## src/rtl/pipe_decode_sb.sv

```systemverilog
// Decode-stage register file with per-register outstanding-write scoreboard,
// writeback forwarding and optional HI/LO pair.
`default_nettype none

module pipe_decode_sb #(
  parameter int DATA_W  = 32,
  parameter int ADDR_W  = 5,
  parameter int CNT_W   = 2,
  parameter int BYPASS  = 1,
  parameter int HILO_EN = 1
) (
  input  logic              clock,
  input  logic              reset,
  input  logic [ADDR_W-1:0] rs_addr,
  input  logic [ADDR_W-1:0] rt_addr,
  input  logic              rs_used,
  input  logic              rt_used,
  output logic [DATA_W-1:0] read_data_1,
  output logic [DATA_W-1:0] read_data_2,
  input  logic              issue_valid,
  input  logic [ADDR_W-1:0] issue_dst,
  input  logic              wb_en,
  input  logic [ADDR_W-1:0] wb_addr,
  input  logic [DATA_W-1:0] wb_data,
  input  logic              wb_retire,
  input  logic              hilo_wr,
  input  logic [DATA_W-1:0] hi_in,
  input  logic [DATA_W-1:0] lo_in,
  output logic [DATA_W-1:0] hi_out,
  output logic [DATA_W-1:0] lo_out,
  output logic              stall,
  output logic              issue_err
);

  localparam int              NREG     = 2 ** ADDR_W;
  localparam logic [CNT_W-1:0] PEND_MAX = '1;
  localparam logic [CNT_W-1:0] PEND_ONE = CNT_W'(1);

  logic [NREG-1:0][DATA_W-1:0] regs_q;
  logic [NREG-1:0][CNT_W-1:0]  pend_q, pend_d;
  logic                        err_q, err_d;

  logic wb_ok, retire_ok, issue_ok, same_reg, issue_full;
  logic rs_byp, rt_byp, rs_haz, rt_haz;

  assign wb_ok     = wb_en && (wb_addr != '0);
  assign retire_ok = wb_ok && wb_retire;
  assign issue_ok  = issue_valid && (issue_dst != '0);
  assign same_reg  = issue_ok && retire_ok && (issue_dst == wb_addr);
  // A same-cycle retire to a saturated destination makes room, so it is not full.
  assign issue_full = issue_valid && (pend_q[issue_dst] == PEND_MAX) &&
                      !(retire_ok && (wb_addr == issue_dst));

  assign rs_byp = (BYPASS != 0) && wb_ok && (wb_addr == rs_addr);
  assign rt_byp = (BYPASS != 0) && wb_ok && (wb_addr == rt_addr);

  always_comb begin
    read_data_1 = '0;
    read_data_2 = '0;
    if (rs_addr != '0) read_data_1 = rs_byp ? wb_data : regs_q[rs_addr];
    if (rt_addr != '0) read_data_2 = rt_byp ? wb_data : regs_q[rt_addr];
  end

  assign rs_haz = rs_used && (pend_q[rs_addr] != '0) && !(rs_byp && wb_retire);
  assign rt_haz = rt_used && (pend_q[rt_addr] != '0) && !(rt_byp && wb_retire);
  assign stall  = reset && (rs_haz || rt_haz || issue_full);

  always_comb begin
    pend_d = pend_q;
    if (issue_ok && !same_reg && (pend_q[issue_dst] != PEND_MAX))
      pend_d[issue_dst] = pend_q[issue_dst] + PEND_ONE;
    if (retire_ok && !same_reg && (pend_q[wb_addr] != '0))
      pend_d[wb_addr] = pend_q[wb_addr] - PEND_ONE;
    pend_d[0] = '0;
    err_d = err_q || (issue_ok && issue_full);
  end

  always_ff @(posedge clock or negedge reset) begin
    if (!reset) begin
      regs_q <= '0;
      pend_q <= '0;
      err_q  <= 1'b0;
    end else begin
      if (wb_ok) regs_q[wb_addr] <= wb_data;
      pend_q <= pend_d;
      err_q  <= err_d;
    end
  end

  assign issue_err = err_q;

  generate
    if (HILO_EN != 0) begin : g_hilo
      logic [DATA_W-1:0] hi_q, lo_q;

      always_ff @(posedge clock or negedge reset) begin
        if (!reset) begin
          hi_q <= '0;
          lo_q <= '0;
        end else if (hilo_wr) begin
          hi_q <= hi_in;
          lo_q <= lo_in;
        end
      end

      assign hi_out = ((BYPASS != 0) && hilo_wr && reset) ? hi_in : hi_q;
      assign lo_out = ((BYPASS != 0) && hilo_wr && reset) ? lo_in : lo_q;
    end else begin : g_no_hilo
      assign hi_out = '0;
      assign lo_out = '0;
    end
  endgenerate

endmodule

`default_nettype wire

```

## config.mk

```make
export PLATFORM = sky130hd
export DESIGN_NAME = pipe_decode_sb
export DESIGN_NICKNAME = d
export VERILOG_FILES = /design/src/rtl/pipe_decode_sb.sv
export SDC_FILE = /design/constraint.sdc
export NUM_CORES = 2
export LEC_CHECK = 0
export CAP_MARGIN = 30
export CORE_ASPECT_RATIO = 0.8
export CORE_MARGIN = 4
export CORE_UTILIZATION = 45
export DETAILED_ROUTE_END_ITERATION = 12
export GPL_ROUTABILITY_DRIVEN = 0
export PLACE_DENSITY = 0.74
export SYNTH_ARGS = -nofsm -noshare
export SYNTH_HDL_FRONTEND = slang
export SYNTH_SLANG_ARGS = --single-unit
```

## constraint.sdc

```tcl
create_clock -name clock -period 3.6 [get_ports clock]
set_input_delay 0.72 -clock clock [delete_from_list [all_inputs] [get_ports clock]]
set_output_delay 0.72 -clock clock [all_outputs]
set_load 0.02 [all_outputs]
```

==> results.md <==
* Maximum clock skew at final layout at 0.04189 ns
* Clk pin slew, worst setup/hold paths at 0.06 ns
* H-Tree Level Count at 3
* Warnings, synthesis at 0
* Via density per instance at 6.535
* Vias in the first global route at 42,770
* First-pass GRT wire length at 296,000 um
* Slew HR at 33.42%
* Die Width at 425.8 um
* Cell-by-cell trace of the critical path: buf_16 > buf_16 > mux4_2 > mux4_2 > a22oi_2 > buf_4 > nand2_1 > clkdlybuf4s15_2
* Share of the clock period used by the worst path at 99.53%
* Placeable Area at 0.1386 mm^2
* Proportion of layout cells with a drive suffix above 1 at 57.76%
* Routing usage on met3 at 6.893%
* Cell at the slowest stage of the critical path: sky130_fd_sc_hd__mux4_2
* CP peak stage delay at 0.62 ns
* Antenna-violating nets left at 0
* Initial DRC count at 4,738
* Count of input and output buffers at 253
* Register area share after synthesis at 45.83%
* Vias after detailed routing at 41,820
* Summed area of non-filler cells in the final layout at 0.07589 mm^2
* Clock sink count at 1,151
* Fraction of power consumed by the clock network at 31.1%
* HPWL after detailed placement at 126,700 um
* Minimum clock period after layout at 3.583 ns
* GRT met1 Usage at 37.17%
* Number of different library cells in the post-synthesis netlist at 59
* Number of buffers created by CTS at 120
* Layer with the highest usage: met2
* Worst hold path type: reg -> reg
* Switching Share at 29.43%
* Worst flop-to-flop path startpoint: pend_q[44]
* Dominant cells by area after synthesis: sky130_fd_sc_hd__dfrtp_1, sky130_fd_sc_hd__mux4_2, sky130_fd_sc_hd__mux2_2
* Vertical extent of the die at 342.3 um
* Destination of the worst register-to-register timing path: pend_q[58]
* Clock tree buffer depth at 3
* Share of total power in combinational logic at 26.1%
* Final Core Density at 54.76%
* Tightest Pin Transition at 0.9987 ns
* Area of the die at 0.1458 mm^2
* CP endpoint kind: output port
* Initial Utilization at 45.35%
* Placement Setup Slack at -1.087 ns
* Psw at 12.24 mW
* Number of slew-limit violations in the final report at 0
* Yosys reg bits at 1,151
* Total cell area at the placement stage at 0.07047 mm^2
* Fin. Hold Viols at 0
* Routed WL per cell at 31.61 um
* Final total power at 41.59 mW
* Yosys top cell by area: sky130_fd_sc_hd__dfrtp_1
* Number of remaining DRC errors at 0
* Root cell of the clock tree: sky130_fd_sc_hd__clkbuf_16
* Leakage at 32.49 nW
* TritonRoute pass-1 iters at 5
* Total Wirelength at 202,300 um
* WS Path Type: in -> out
* GR Overflow Total at 0
* Maximum capacitance violations at 0
* Count of mapped cells out of synthesis at 4,036
* Global-route usage over all layers at 27.53%
* Total negative slack for setup checks at 0 ns
* Worst R2R Setup Slack at 0.48 ns
* Outcome: complete, no violations
* Clk Latency, worst-skew pair at 0.75 ns
* Setup slack of the critical path after layout at 0.01694 ns
* Top-count cell post-synth: sky130_fd_sc_hd__dfrtp_1
* Required time of the critical path at 2.88 ns
* Layout overhead on the synthesized area at 20.75%
* Top FF cell, synth: sky130_fd_sc_hd__dfrtp_1
* Setup-violating endpoint count in the final report at 0
* Achievable Freq at 0.2791 GHz
* Final net count at 4,572
* Post-synth EDFFs at 0
* Min-delay src: regs_q[19]
* Ys async rst share at 100.0%
* Post-Syn Area per Cell at 15.57 um^2
* Type of origin of the critical path: input pin
* Worst reg-to-reg path cell count at 12
* Largest net degree at the start of global routing at 172
* Part of the total power dissipated in sequential elements at 42.7%
* Top cells by count, synth: sky130_fd_sc_hd__dfrtp_1, sky130_fd_sc_hd__mux2_2, sky130_fd_sc_hd__mux4_2
* Fraction of met2 tracks used by global routing at 42.16%
* Netlist Area Pre-Place at 0.06285 mm^2
* Post-synth top area share at 45.83%
* Hold worst-path end: regs_q[19]
* TritonCTS clock tree: yes
* Number of nets in the synthesized netlist at 4,162
* I/O Pins at 254
* Worst hold stages at 0
* Worst vdd ir at 430.4 uV
* Total power per unit cell area at 548.0 mW/mm^2
* Cell-internal power at 29.35 mW
* Endpoint arrival time on the critical path at 2.86 ns
* Crit Path Max Fanout at 11
* Standard-cell rows at 122
* Antenna violations before repair at 7
## area by class of cell
| cell class | instances | area (um^2) |
|---|---|---|
| clock inverters | 47 | 640.6 |
| well taps | 1860 | 2327 |
| inverters | 6 | 35.03 |
| clock buffers | 165 | 3413 |
| fillers | 10850 | 62710 |
| multi-input cells | 2431 | 32320 |
| diodes | 4 | 10.01 |
| repair buffers | 736 | 8337 |
| flip-flops and latches | 1151 | 28810 |
## what timing repair did
item                                    4_1_cts  5_1_grt
pin swaps                                    14       15
hold endpoints to repair                      1        0
hold buffers                                  1        0
cloned                                       10        4
setup buffers                                30       38
resized for setup                           260       82
endpoints found under the setup margin       65       56
## logic make-up after synthesis
kind of cell               Yosys count  synth area share [%]
adders and majority gates            2               0.03981
xor gates and xnor gates            15                0.2090
and+or+nand+nor                    367                 2.743
buffers and inverters              454                 3.468
AOI/OAI and AO/OA                  126                 1.485
DFF                               1151                 45.83
muxes                             1921                 46.23
## worst max-delay path: cells and delay by family
family,cells,cell delay (ns)
simple gates,1,0.04
buf+inv,4,0.76
mux,2,1.12
compound gates,1,0.20
## layer usage
layer	vias up	part of all wire, %
met2	2196	46
li1	16490	-
met5	-	0.0064
met4	2	5.5
met3	545	9.1
met1	22590	39
## layout by cell type, fill, tap and decap left out, drive strengths merged, types with 6 or more instances in the layout
master,count
mux2i,124
nor3,44
xnor2,10
mux2,1124
nor4,11
inv,8
clkdlybuf4s15,14
clkinv,29
nor3b,7
clkdlybuf4s50,167
or2,8
nor2,70
clkbuf,177
a211oi,8
bufinv,13
buf,530
nand3,17
nand2,176
dfrtp,1151
a21oi,11
mux4,673
a22oi,79
dlygate4sd2,6
## sequential cells by signal, indices dropped and copies added, names as in the netlist
name and flops:
regs_q 1024, issue_err 1, g_hilo.lo_q 32, pend_q 62, g_hilo.hi_q 32
## stage by stage
step	std cells	hold slack, ns
2_1_floorplan	4036	0.4244
3_3_place_gp	6101	0.3763
3_5_place_dp	6103	0.3823
4_1_cts	6354	0.3964
5_1_grt	6398	0.4058
6_report	6400	0.3944
## worst max path at each step
stage | to | cells past startpoint | from | slack (ns)
after global routing | read_data_1[20] | 12 | wb_addr[4] | -0.02
after detailed placement | read_data_2[2] | 9 | wb_addr[3] | -1.09
final | read_data_1[0] | 8 | rs_addr[0] | 0.02
after CTS | read_data_2[2] | 7 | rt_addr[0] | -0.05
after floorplan | pend_q[43] | 16 | issue_dst[0] | -0.07
after global placement | read_data_2[2] | 8 | wb_addr[3] | -1.46
## power by group through the flow
stage	Combinational, mW	Clock [mW]	Sequential [mW]
after floorplan	7.32	0	17.0
after global placement	10.3	0	17.6
after detailed placement	10.6	0	17.8
after CTS	10.7	13.1	17.6
after global routing	11.5	13.6	18.0
final	10.9	12.9	17.8
No activity file was read; power rests on OpenSTA's default activity.
